==> src/rtl/game_pkg.sv <==
// Shared types and constants for the game flow controller.
package game_pkg;

  localparam int COORD_W = 11;
  localparam logic [COORD_W-1:0] Y_FRAME_SIZE = 11'd479;

  // Top-level game states; the encodings appear directly on gameState.
  typedef enum logic [2:0] {
    WELCOME     = 3'd0,
    PLAY        = 3'd1,
    PAUSE       = 3'd2,
    LEVEL_CLEAR = 3'd3,
    GAME_OVER   = 3'd4,
    WIN         = 3'd5
  } game_state_t;

endpackage

==> src/rtl/key_edge_detect.sv <==
// Rising-edge detector for a level-sensitive key: remembers the previous
// sample so a held key produces exactly one rise.
module key_edge_detect (
  input  logic clk,
  input  logic resetN,
  input  logic key,
  output logic rise
);

  logic key_prev_reg;

  // Previous-cycle sample of the key.
  always_ff @(posedge clk or negedge resetN) begin
    if (!resetN) key_prev_reg <= 1'b0;
    else         key_prev_reg <= key;
  end

  assign rise = key & ~key_prev_reg;

endmodule

==> src/rtl/game_flow_ctrl.sv <==
// Game flow controller: welcome/play/pause/level-clear/game-over/win
// sequencing, lives and invulnerability, level progression and rope firing.
module game_flow_ctrl
  import game_pkg::*;
#(
  parameter int NUM_LIVES     = 3,
  parameter int NUM_LEVELS    = 4,
  parameter int NUM_ROPES     = 2,
  parameter int INVULN_FRAMES = 60,
  parameter int CLEAR_FRAMES  = 90
) (
  input  logic                           clk,
  input  logic                           resetN,
  input  logic                           startOfFrame,
  input  logic                           rightArrow,
  input  logic                           leftArrow,
  input  logic                           spaceBar,
  input  logic                           pauseKey,
  input  logic                           col_player_ball,
  input  logic [NUM_ROPES-1:0]           col_rope_ball,
  input  logic                           allBallsPopped,
  input  logic [COORD_W-1:0]             playerX,
  input  logic [NUM_ROPES*COORD_W-1:0]   ropeTopY,
  output logic [2:0]                     gameState,
  output logic [2:0]                     level,
  output logic [2:0]                     lives,
  output logic                           playerMoveRight,
  output logic                           playerMoveLeft,
  output logic                           playerVisible,
  output logic                           ballVisible,
  output logic                           playerBlink,
  output logic                           levelLoad,
  output logic [NUM_ROPES-1:0]           ropeActive,
  output logic [NUM_ROPES*COORD_W-1:0]   ropeX
);

  localparam int INV_W = (INVULN_FRAMES < 1) ? 1 : $clog2(INVULN_FRAMES + 1);
  localparam int CLR_W = (CLEAR_FRAMES < 1) ? 1 : $clog2(CLEAR_FRAMES + 1);

  game_state_t        state_reg;
  logic [2:0]         lives_reg;
  logic [2:0]         level_reg;
  logic [INV_W-1:0]   invuln_cnt_reg;
  logic [CLR_W-1:0]   clear_cnt_reg;
  logic               level_load_reg;
  logic [NUM_ROPES-1:0] rope_active_reg;
  logic [COORD_W-1:0] rope_x_reg [NUM_ROPES];
  logic [COORD_W-1:0] rope_top_y [NUM_ROPES];

  logic space_rise;
  logic pause_rise;
  logic in_play;
  logic in_pause;
  logic hit_ok;
  logic fatal_hit;
  logic goto_clear;
  logic rope_clear;
  logic fire;
  logic rope_free_seen;
  logic [NUM_ROPES-1:0] fire_sel;
  logic [NUM_ROPES-1:0] rope_done;

  key_edge_detect u_space_edge (
    .clk    (clk),
    .resetN (resetN),
    .key    (spaceBar),
    .rise   (space_rise)
  );

  key_edge_detect u_pause_edge (
    .clk    (clk),
    .resetN (resetN),
    .key    (pauseKey),
    .rise   (pause_rise)
  );

  // Unpack per-rope coordinates and derive each rope's retire condition.
  for (genvar gi = 0; gi < NUM_ROPES; gi++) begin : g_rope
    assign rope_top_y[gi] = ropeTopY[gi*COORD_W +: COORD_W];
    assign ropeX[gi*COORD_W +: COORD_W] = rope_x_reg[gi];
    assign rope_done[gi] = rope_active_reg[gi] &
                           ((rope_top_y[gi] == '0) | col_rope_ball[gi]);
  end

  assign in_play  = (state_reg == PLAY);
  assign in_pause = (state_reg == PAUSE);

  // A hit counts only when not invulnerable; the last life ends the game,
  // which overrides pause and level completion arriving in the same cycle.
  assign hit_ok     = in_play & col_player_ball & (invuln_cnt_reg == '0) &
                      (lives_reg != 3'd0);
  assign fatal_hit  = hit_ok & (lives_reg == 3'd1);
  assign goto_clear = in_play & ~fatal_hit & ~pause_rise & allBallsPopped;
  assign rope_clear = fatal_hit | goto_clear;
  assign fire       = in_play & space_rise & ~rope_clear;

  // Pick the lowest-index rope idle at this cycle; a rope retiring now is
  // still active and therefore cannot be chosen.
  always_comb begin
    fire_sel       = '0;
    rope_free_seen = 1'b0;
    for (int i = 0; i < NUM_ROPES; i++) begin
      if (!rope_active_reg[i] && !rope_free_seen) begin
        fire_sel[i]    = fire;
        rope_free_seen = 1'b1;
      end
    end
  end

  // Rope activity and fire-time X latch.
  always_ff @(posedge clk or negedge resetN) begin
    if (!resetN) begin
      rope_active_reg <= '0;
      for (int i = 0; i < NUM_ROPES; i++) rope_x_reg[i] <= '0;
    end else if (rope_clear || !(in_play || in_pause)) begin
      rope_active_reg <= '0;
    end else if (in_play) begin
      for (int i = 0; i < NUM_ROPES; i++) begin
        if (fire_sel[i]) begin
          rope_active_reg[i] <= 1'b1;
          rope_x_reg[i]      <= playerX;
        end else if (rope_done[i]) begin
          rope_active_reg[i] <= 1'b0;
        end
      end
    end
  end

  // Main game FSM with lives, level, invulnerability and clear-frame counters.
  always_ff @(posedge clk or negedge resetN) begin
    if (!resetN) begin
      state_reg      <= WELCOME;
      lives_reg      <= 3'(NUM_LIVES);
      level_reg      <= 3'd0;
      invuln_cnt_reg <= '0;
      clear_cnt_reg  <= '0;
      level_load_reg <= 1'b0;
    end else begin
      level_load_reg <= 1'b0;
      case (state_reg)
        WELCOME: begin
          if (space_rise) begin
            state_reg      <= PLAY;
            lives_reg      <= 3'(NUM_LIVES);
            level_reg      <= 3'd0;
            invuln_cnt_reg <= '0;
            level_load_reg <= 1'b1;
          end
        end
        PLAY: begin
          if (hit_ok) begin
            lives_reg      <= lives_reg - 3'd1;
            invuln_cnt_reg <= INV_W'(INVULN_FRAMES);
          end else if (startOfFrame && invuln_cnt_reg != '0) begin
            invuln_cnt_reg <= invuln_cnt_reg - 1'b1;
          end
          if (fatal_hit) begin
            state_reg <= GAME_OVER;
          end else if (pause_rise) begin
            state_reg <= PAUSE;
          end else if (goto_clear) begin
            state_reg     <= LEVEL_CLEAR;
            clear_cnt_reg <= '0;
          end
        end
        PAUSE: begin
          if (pause_rise) state_reg <= PLAY;
        end
        LEVEL_CLEAR: begin
          if (startOfFrame) begin
            if (clear_cnt_reg == CLR_W'(CLEAR_FRAMES - 1)) begin
              if (level_reg == 3'(NUM_LEVELS - 1)) begin
                state_reg <= WIN;
              end else begin
                state_reg      <= PLAY;
                level_reg      <= level_reg + 3'd1;
                invuln_cnt_reg <= '0;
                level_load_reg <= 1'b1;
              end
            end else begin
              clear_cnt_reg <= clear_cnt_reg + 1'b1;
            end
          end
        end
        GAME_OVER, WIN: begin
          if (space_rise) state_reg <= WELCOME;
        end
        default: state_reg <= WELCOME;
      endcase
    end
  end

  assign gameState       = state_reg;
  assign level           = level_reg;
  assign lives           = lives_reg;
  assign playerMoveRight = in_play & rightArrow;
  assign playerMoveLeft  = in_play & leftArrow;
  assign playerVisible   = in_play | in_pause | (state_reg == LEVEL_CLEAR);
  assign ballVisible     = in_play | in_pause;
  assign playerBlink     = (invuln_cnt_reg != '0);
  assign levelLoad       = level_load_reg;
  assign ropeActive      = rope_active_reg & {NUM_ROPES{in_play | in_pause}};

endmodule

==> config.mk <==
export PLATFORM = sky130hd
export DESIGN_NAME = game_flow_ctrl
export DESIGN_NICKNAME = d
export VERILOG_FILES = /design/src/rtl/game_pkg.sv /design/src/rtl/key_edge_detect.sv /design/src/rtl/game_flow_ctrl.sv
export SDC_FILE = /design/constraint.sdc
export NUM_CORES = 1
export LEC_CHECK = 0
export CORE_MARGIN = 2
export CORE_UTILIZATION = 50
export CTS_CLUSTER_DIAMETER = 200
export DETAILED_ROUTE_END_ITERATION = 8
export PLACE_DENSITY = 0.86
export SKIP_CTS_REPAIR_TIMING = 1
export SLEW_MARGIN = 10
export SYNTH_ARGS = -nofsm -noshare
export SYNTH_HDL_FRONTEND = slang
export SYNTH_SLANG_ARGS = --single-unit
export TNS_END_PERCENT = 100
==> constraint.sdc <==
create_clock -name clk -period 4.8 [get_ports clk]
set_input_delay 0.96 -clock clk [delete_from_list [all_inputs] [get_ports clk]]
set_output_delay 0.96 -clock clk [all_outputs]
set_load 0.02 [all_outputs]
# ---- After elaboration in Yosys (flattened, before gate mapping)
# Index checks and enable logic that the tools add are counted.
dict set report totals {
  out_inout_bits 39
  in_bits 44
  regBits 49
  elab_cells 136
}
dict set report classes {
  reduce_logical 29
  bitwise 27
  mux 43
  addsub 4
  eq_ne 21
}
# operator count
set ops {}
lappend ops {{2-to-1 mux 3 bit} 14}
lappend ops {{2-to-1 mux 6 bit} 6}
lappend ops {{2-to-1 mux 7 bit} 5}
lappend ops {{logical NOT 11 bit} 2}
lappend ops {{!= test 2 bit, second input constant} 9}
lappend ops {{one-hot mux 6 bit (3 select lines)} 1}
lappend ops {{AND reduction 6 bit} 3}
lappend ops {{bitwise AND 1 bit} 15}
lappend ops {{one-hot mux 3 bit (5 select lines)} 1}
lappend ops {{one-hot mux 7 bit (2 select lines)} 1}
lappend ops {{one-hot mux 3 bit (2 select lines)} 2}
lappend ops {{nonzero test 3 bit} 4}
lappend ops {{2-to-1 mux 1 bit} 10}
lappend ops {{equality test 3 x 2 -> 1 bit, second input constant} 3}
lappend ops {{AND reduction 3 bit} 3}
lappend ops {{nonzero test 2 bit} 4}
lappend ops {{adder 7 x 1 -> 7 bit, second input constant} 1}
lappend ops {{equality test 7 bit, second input constant} 1}
lappend ops {{equality test 3 x 1 -> 1 bit, second input constant} 2}
lappend ops {{equality test 3 bit, second input constant} 2}
lappend ops {{logical NOT 6 bit} 1}
lappend ops {{inverter 1 bit} 6}
lappend ops {{nonzero test 6 bit} 1}
lappend ops {{subtractor 6 x 1 -> 6 bit, second input constant} 1}
lappend ops {{other kinds (16)} 26}

# ---- Logic depth before layout (Yosys ltp)
# Gate-level depths: netlist of the first run.
dict set report logic_depth {
  word_depth 16
  mapped_depth 8
}

# ---- Hierarchy
# From an unflattened synthesis of the first run, not the netlist that was laid out.
dict set report hier_totals {
  cells_unflattened 242
  area_unflattened_um2 2581.2
}
# module area_each_um2 n_inst seq_area_each_um2 cells_per_inst
set by_module_without_submodules {}
lappend by_module_without_submodules {game_flow_ctrl 2503.7 1 1178.6 238}
lappend by_module_without_submodules {key_edge_detect 38.8 2 25.0 2}

# ---- Worst setup path before layout of the first run
# No wires, ideal clock.
dict set report synth_timing {
  path_type {register -> output}
  from {register state_reg[1] (netlist: gameState[1])}
  to {output port ropeActive[0]}
  path_stages_with_launch 5
  path_buffers 1
  arrival_time_ps 1623
  path_slack_ps 2217
  cell_sequence {dfrtp_1 -> clkbuf_1 -> nand2b_1 -> a21oi_1 -> and2_1}
}
dict set report synth_between {
  elab_chain_len 3
}
# item line
set synth_rtl {}
lappend synth_rtl {{from (decl)} game_flow_ctrl.sv:40} ;# game_state_t state_reg;
lappend synth_rtl {{from (signal assigned)} game_flow_ctrl.sv:132} ;# state_reg <= WELCOME;
lappend synth_rtl {{from (signal assigned)} game_flow_ctrl.sv:143} ;# state_reg <= PLAY;
lappend synth_rtl {{from (signal assigned)} game_flow_ctrl.sv:158} ;# state_reg <= GAME_OVER;
lappend synth_rtl {{equality test 3 x 1 -> 1 bit / equality test 3 x 2 -> 1 bit (equally long branches)} {game_flow_ctrl.sv:85, game_flow_ctrl.sv:86}}
lappend synth_rtl {{OR 1 bit *} --}
lappend synth_rtl {{net ballVisible} game_flow_ctrl.sv:30} ;# output logic ballVisible,
lappend synth_rtl {{bitwise AND 2 bit *} game_flow_ctrl.sv:202} ;# assign ropeActive = rope_active_reg & {NUM_ROPES{in_play | in_pause}};
lappend synth_rtl {{to (decl)} game_flow_ctrl.sv:33} ;# output logic [NUM_ROPES-1:0] ropeActive,
# The timed path passes the listed nets; every way through them passes the cells marked *.

# ---- Worst setup path after layout of the first run
dict set report layout_timing {
  from {register state_reg[1] (netlist: gameState[1])}
  to {output port ropeActive[0]}
}
dict set report layout_between {
  elab_chain_len 3
}
# item line
set layout_rtl {}
lappend layout_rtl {{equality test 3 x 1 -> 1 bit / equality test 3 x 2 -> 1 bit (equally long branches)} {game_flow_ctrl.sv:85, game_flow_ctrl.sv:86}}
lappend layout_rtl {{OR 1 bit *} game_flow_ctrl.sv:202}
lappend layout_rtl {{bitwise AND 2 bit *} game_flow_ctrl.sv:202}
# Every way passes the cells marked *; elsewhere a longest branch is shown, timed or not.

==> out/results.ini, run 1 <==
[global_routing]
antenna_found_initial = 0
grt_pass1_vias = 2237
grt_first_pass_wirelength_mm = 10.4
grt_max_degree = 50
grt_usage = 0.222
grt-ovfl-total = 0

[synth]
syn_area_per_cell_um2 = 10.9
ys_warn_count = 0
netlist_area_mm2 = 0.00258
synth-seq-area-share = 0.475
synth_cell_types = 56
synthArstFlopShare = 1.00
ys_seq_elements = 49
synth_edf_count = 0
synthFlopType = dfrtp_1
synth.net_count = 291
syn_inst = 238

[clock_network]
cts.sinks = 49
cts_max_level = 2
clockBufferDepth = 2
path_clk_slew_ns = 0.09
numCtsBuffers = 5
clock-root-buffer = clkbuf_8
insertion_delay_ns = 0.30
cts_tree = yes

[cells_and_area]
syn2layout_area_growth_pct = 37.9
fin_cells = 392
drive_gt1_frac = 0.134
fin_area_mm2 = 0.00357
n_antenna_cell = 0
largest_reg_flops = 22
nets = 374

[power_and_ir_drop]
p_leak_nw = 1.52
p_per_area_mw_per_mm2 = 565
vdd_ir_drop_max_mv = 0.317
fin_total_pwr_mw = 2.01

[sta]
setup_viol = 0
relSlewSlack = 0.288
drv_slew = 0
finalCriticalPeriod_ns = 3.18
finalSetupTns_ns = 0
worst_pin_slew_ns = 1.07
rsz0062_at_grt = false
period_share = 0.662
holdWs_ns = 0.493
skew_ns = 0.00815
fmaxAchievable_ghz = 0.315
finalHoldViolations = 0

[placement]
post-dp-hpwl_mm = 4.56
place_inst = 384
port_buffers = 82
post_dp_cell_area_mm2 = 0.00345
place.gp.congestion = 0.830

[setup_path]
cp_slowest_cell = clkdlybuf4s50_1
r2r_end = ropeX[12]$_DFFE_PN0P_
endpoint = ropeActive[0]
reg2reg_depth = 7
r2r_setup_slack_ns = 2.36
required_ns = 3.84
crit_chain = nand2b_1 -> a21oi_1 -> and2_1 -> clkdlybuf4s50_1
endpoint_kind = output pin
timing.rr.start = lives[0]$_DFFE_PN1P_
worstPathBufferInverterCount = 1
max_stage_delay_ns = 0.62
worstSetupStartpointType = flip-flop
cp_max_fo = 15
crit_type = flip-flop to output pin
cp.arrival_ns = 2.22
crit_path_start = gameState[1]$_DFFE_PN0P_
crit_cells = 4
critical-path-top-delay-family = buffers and inverters

[drt]
via_count = 2186
drtIter0Drc = 181
wl_mm = 6.17
wl_per_cell_um = 15.7
via_per_inst = 5.58
route.detailed.drc = 0
ant_nets = 0
dr.pass1.iters = 4

[hold_path]
hold_class = flip-flop to flip-flop

[die]
std_cell_rows = 26
initial_core_util = 0.513
die_h_um = 75.9
die_area_mm2 = 0.00576
ios = 83
core_mm2 = 0.00504
dieWidth_um = 75.9

[run]
cap_violations = 0

[status]
outcome = finished clean

-- worst reg2reg max path, delay by kind of cell, from the launching register on --
kind | cells | cell delay, ns
multiplexers | 1 | 0.38
adder cells (fa/ha/maj) | 1 | 0.20
buffers and inverters | 1 | 0.07
AND/OR/NAND/NOR | 4 | 1.09
flip-flops | 1 | 0.58
-- kinds of logic after synthesis --
kind of cell | Yosys count | synth area share
DFF | 49 | 0.475
buffers and inverters | 18 | 0.0324
and+or+nand+nor | 87 | 0.203
adders and majority gates | 9 | 0.0436
xor gates and xnor gates | 3 | 0.0102
muxes | 26 | 0.112
AOI/OAI and AO/OA | 46 | 0.124
-- worst min-delay path by stage --
stage | start | to | slack (ns) | cells after the start
floorplan | invuln_cnt_reg[1]$_DFFE_PN0P_ | invuln_cnt_reg[1]$_DFFE_PN0P_ | 0.48 | 1
global placement | ropeX[21]$_DFFE_PN0P_ | ropeX[21]$_DFFE_PN0P_ | 0.48 | 1
detailed placement | ropeX[1]$_DFFE_PN0P_ | ropeX[1]$_DFFE_PN0P_ | 0.48 | 1
CTS | ropeX[1]$_DFFE_PN0P_ | ropeX[1]$_DFFE_PN0P_ | 0.50 | 1
global route | ropeX[21]$_DFFE_PN0P_ | ropeX[21]$_DFFE_PN0P_ | 0.54 | 1
finish | ropeX[1]$_DFFE_PN0P_ | ropeX[1]$_DFFE_PN0P_ | 0.49 | 1
-- cells in the final DEF (no fill, tap or decap), drive strengths merged, types with 3 or more instances in the layout --
| cell type | count |
|---|---|
| nor4 | 7 |
| nand4 | 4 |
| clkbuf | 7 |
| nor2b | 5 |
| nand3 | 9 |
| nand2b | 9 |
| o21ai | 10 |
| and2 | 5 |
| mux2i | 3 |
| dfrtp | 47 |
| a31oi | 3 |
| a21oi | 11 |
| inv | 12 |
| nand2 | 12 |
| o211ai | 3 |
| a22o | 4 |
| or3 | 5 |
| clkdlybuf4s50 | 81 |
| ha | 9 |
| nor2 | 12 |
| mux2 | 23 |
| nor3 | 5 |
| or2 | 3 |
-- stage by stage --
stage               setup WS (ns)  utilization
global placement             1.73        0.684
finish                       1.62        0.707
floorplan                    2.22            -
global route                 1.47        0.707
CTS                          1.62        0.707
detailed placement           1.70        0.684
-- metal layers --
| metal | vias to the layer above | track usage | wire length (um) |
|---|---|---|---|
| met5 | - | 0 | 0 |
| met4 | 0 | 0.0600 | 72 |
| met3 | 10 | 0.0976 | 623 |
| met2 | 86 | 0.379 | 3050 |
| met1 | 1061 | 0.255 | 2430 |
| li1 | 1029 | - | - |
-- Yosys cell counts (3+ instances only) --
| master | instances | area (um^2) |
|---|---|---|
| a31oi_1 | 3 | 18.8 |
| a21oi_1 | 11 | 55.1 |
| or3_1 | 5 | 31.3 |
| o21ai_0 | 10 | 50.1 |
| nor3_1 | 5 | 25.0 |
| mux2_2 | 21 | 236 |
| a22o_1 | 4 | 35.0 |
| nand2b_1 | 9 | 56.3 |
| o211ai_1 | 3 | 22.5 |
| nor2b_1 | 5 | 31.3 |
| nand4_1 | 3 | 18.8 |
| nand2_1 | 11 | 41.3 |
| inv_1 | 12 | 45.0 |
| mux2i_1 | 3 | 30.0 |
| nand3_1 | 8 | 40.0 |
| nor4_1 | 6 | 37.5 |
| nor2_1 | 12 | 45.0 |
| dfrtp_1 | 47 | 1180 |
| and2_1 | 5 | 31.3 |
| ha_1 | 9 | 113 |
-- report_power, final --
group	internal (mW)	switching [mW]
Sequential	0.557	0.134
Combinational	0.494	0.519
Clock	0.170	0.138
Total	1.22	0.792
-- cell type report --
cell class                 count  area [um^2]
clock buffer                   7         86.3
clock inverter                 1         30.0
fill                         384         1480
inverter                      12         45.0
multi-input combinational    171         1270
sequential                    49         1230
tap                           70         87.6
timing repair buffer          82          816
(Power assumes the default switching activity.)
==> run 2, diff against run 1 <==
--- a/config.mk
+++ b/config.mk
@@ -6,10 +6,10 @@
 export NUM_CORES = 1
 export LEC_CHECK = 0
 export CORE_MARGIN = 2
-export CORE_UTILIZATION = 50
+export CORE_UTILIZATION = 46
 export CTS_CLUSTER_DIAMETER = 200
 export DETAILED_ROUTE_END_ITERATION = 8
-export PLACE_DENSITY = 0.86
+export PLACE_DENSITY = 0.8
 export SKIP_CTS_REPAIR_TIMING = 1
 export SLEW_MARGIN = 10
 export SYNTH_ARGS = -nofsm -noshare
==> constraint.sdc (replaced) <==
create_clock -name clk -period 3.05 [get_ports clk]
set_input_delay 0.61 -clock clk [delete_from_list [all_inputs] [get_ports clk]]
set_output_delay 0.61 -clock clk [all_outputs]
set_load 0.02 [all_outputs]
==> run 2 against run 1 <==
Flip-flop and latch count unchanged. Wire length fell by 5.1%. Sequential share of layout area shrank 0.20 points. Critical path type unchanged. Worst setup slack got worse by 1.4 ns. Largest cell class unchanged. Final cell count increased by 1.3%. Clock skew increased by 0.0048 ns. Register-to-register slack got worse by 1.8 ns. Non-clock buffer count is 3 higher.
==> out/results.ini, run 2 (synthesis results as in run 1) <==
[sta]
fmaxAchievable_ghz = 0.357
worst_pin_slew_ns = 0.633  ; -0.435 ns
skew_ns = 0.0130  ; +0.00484 ns
drv_slew = 0  ; unchanged
finalCriticalPeriod_ns = 2.80
period_share = 0.918
finalHoldViolations = 0  ; unchanged
relSlewSlack = 0.574  ; +0.286
rsz0062_at_grt = false
setup_viol = 0  ; unchanged
finalSetupTns_ns = 0  ; unchanged

[die]
dieWidth_um = 79.0  ; +4.0%
die_area_mm2 = 0.00624  ; +8.2%
std_cell_rows = 27  ; +3.8%
core_mm2 = 0.00547  ; +8.5%
ios = 83  ; unchanged
initial_core_util = 0.472  ; -0.0403
die_h_um = 79.0  ; +4.0%

[setup_path]
cp_slowest_cell = clkdlybuf4s50_1
endpoint_kind = output pin
crit_path_start = gameState[0]$_DFFE_PN0P_
r2r_setup_slack_ns = 0.59  ; -1.77 ns
max_stage_delay_ns = 0.61  ; about the same
timing.rr.start = lives[0]$_DFFE_PN1P_
crit_chain = nand2b_1 -> a21oi_1 -> and2_1 -> clkdlybuf4s50_1
cp_max_fo = 12  ; -3
required_ns = 2.44  ; -1.40 ns
crit_type = flip-flop to output pin
worstSetupStartpointType = flip-flop
r2r_end = ropeX[19]$_DFFE_PN0P_
reg2reg_depth = 7  ; unchanged
cp.arrival_ns = 2.19  ; -0.03 ns

[cells_and_area]
fin_cells = 397  ; +1.3%
n_fill_cell = 459  ; +20%
layout_commonest_cell = clkdlybuf4s50_1
drive_gt1_frac = 0.145  ; +0.0111
nets = 377  ; +0.80%
largest_reg_flops = 22  ; unchanged
final_cell_mix = clkdlybuf4s50_1 (81), dfrtp_1 (47), mux2_2 (21), inv_1 (12), nor2_1 (12)
multiInputGateArea_mm2 = 0.00127  ; unchanged
n_antenna_cell = 0  ; unchanged
register_area_mm2 = 0.00123  ; unchanged
syn2layout_area_growth_pct = 38.8

[clock_network]
cts.sinks = 49  ; unchanged
clockBufferDepth = 2  ; unchanged
clock-root-buffer = clkbuf_8
insertion_delay_ns = 0.31  ; about the same
path_clk_slew_ns = 0.09  ; about the same
cts_tree = yes
numCtsBuffers = 5  ; unchanged
cts_max_level = 2  ; unchanged

[drt]
via_per_inst = 5.48  ; -1.7%
wl_per_cell_um = 14.7  ; -6.3%
wl_mm = 5.85  ; -5.1%
route.detailed.drc = 0  ; unchanged
ant_nets = 0  ; unchanged
dr.pass1.iters = 5  ; +1
via_count = 2176  ; -0.46%
drtIter0Drc = 93  ; -49%

[global_routing]
antenna_found_initial = 0  ; unchanged
grt_max_degree = 50  ; unchanged
grt_usage = 0.204  ; -0.0178
grt_pass1_vias = 2247  ; +0.45%
grt-ovfl-total = 0  ; unchanged
grt_first_pass_wirelength_mm = 10.1  ; -3.3%

[placement]
place_inst = 388  ; +1.0%
post-dp-hpwl_mm = 4.44  ; -2.7%
port_buffers = 82  ; unchanged
place.gp.congestion = 0.861  ; +3.7%

[run]
cap_violations = 0  ; unchanged

[power_and_ir_drop]
p_per_area_mw_per_mm2 = 868  ; +54%
p_leak_nw = 1.53  ; +0.83%
vdd_ir_drop_max_mv = 0.562  ; +77%

[status]
outcome = finished clean

[hold_path]
hold_class = input port to asynchronous set/reset pin

[run 2: power by group]
part	total (mW)	switching (mW)	leakage [nW]	internal, mW
sequential	1.07	0.188	0.630	0.878
combinational	1.63	0.831	0.848	0.799
clock	0.418	0.229	0.0518	0.189
total	3.11	1.25	1.53	1.87
[run 2: how the worst max path moves through the flow]
stage,depth (start not counted),slack (ns),end
after floorplan,8,0.80,ropeX[13]$_DFFE_PN0P_
after global placement,6,0.44,ropeX[19]$_DFFE_PN0P_
after detailed placement,6,0.38,ropeX[19]$_DFFE_PN0P_
after CTS,4,0.24,ropeActive[0]
after global routing,4,0.05,ropeActive[0]
final,4,0.25,ropeActive[0]
[run 2: layout make-up]
cell class,instances,share of cell area
repair buffers,85,0.237
flip-flops and latches,49,0.343
inverters,12,0.0126
well taps,72,0.0251
clock buffers,6,0.0230
clock inverters,2,0.00488
multi-input cells,171,0.355
[run 2: layer usage]
metal	track usage	routed length [um]	up-vias
li1	-	-	1037
met1	0.255	2450	1046
met2	0.334	2770	87
met3	0.0761	565	6
met4	0.0534	65	0
met5	0	0	-
[run 2: metrics by stage]
stage          worst slack [ns]  area, um^2  power [mW]  utilization  hold WS (ns)
2_1_floorplan             0.801        2580        2.04            -         0.314
3_3_place_gp              0.440        3470        2.68        0.634         0.489
3_5_place_dp              0.382        3470        2.71        0.634         0.496
4_1_cts                   0.239        3570        3.13        0.652         0.517
5_1_grt                  0.0477        3590        3.33        0.655         0.260
6_report                  0.249        3590        3.11        0.655         0.240
[run 2: critical path, delay by kind of cell (launching register included)]
kind / cells / cell delay (ns)
flip-flops: 1 / 0.58
AO/OA/AOI/OAI: 1 / 0.32
AND/OR/NAND/NOR: 2 / 0.38
buffers and inverters: 1 / 0.61
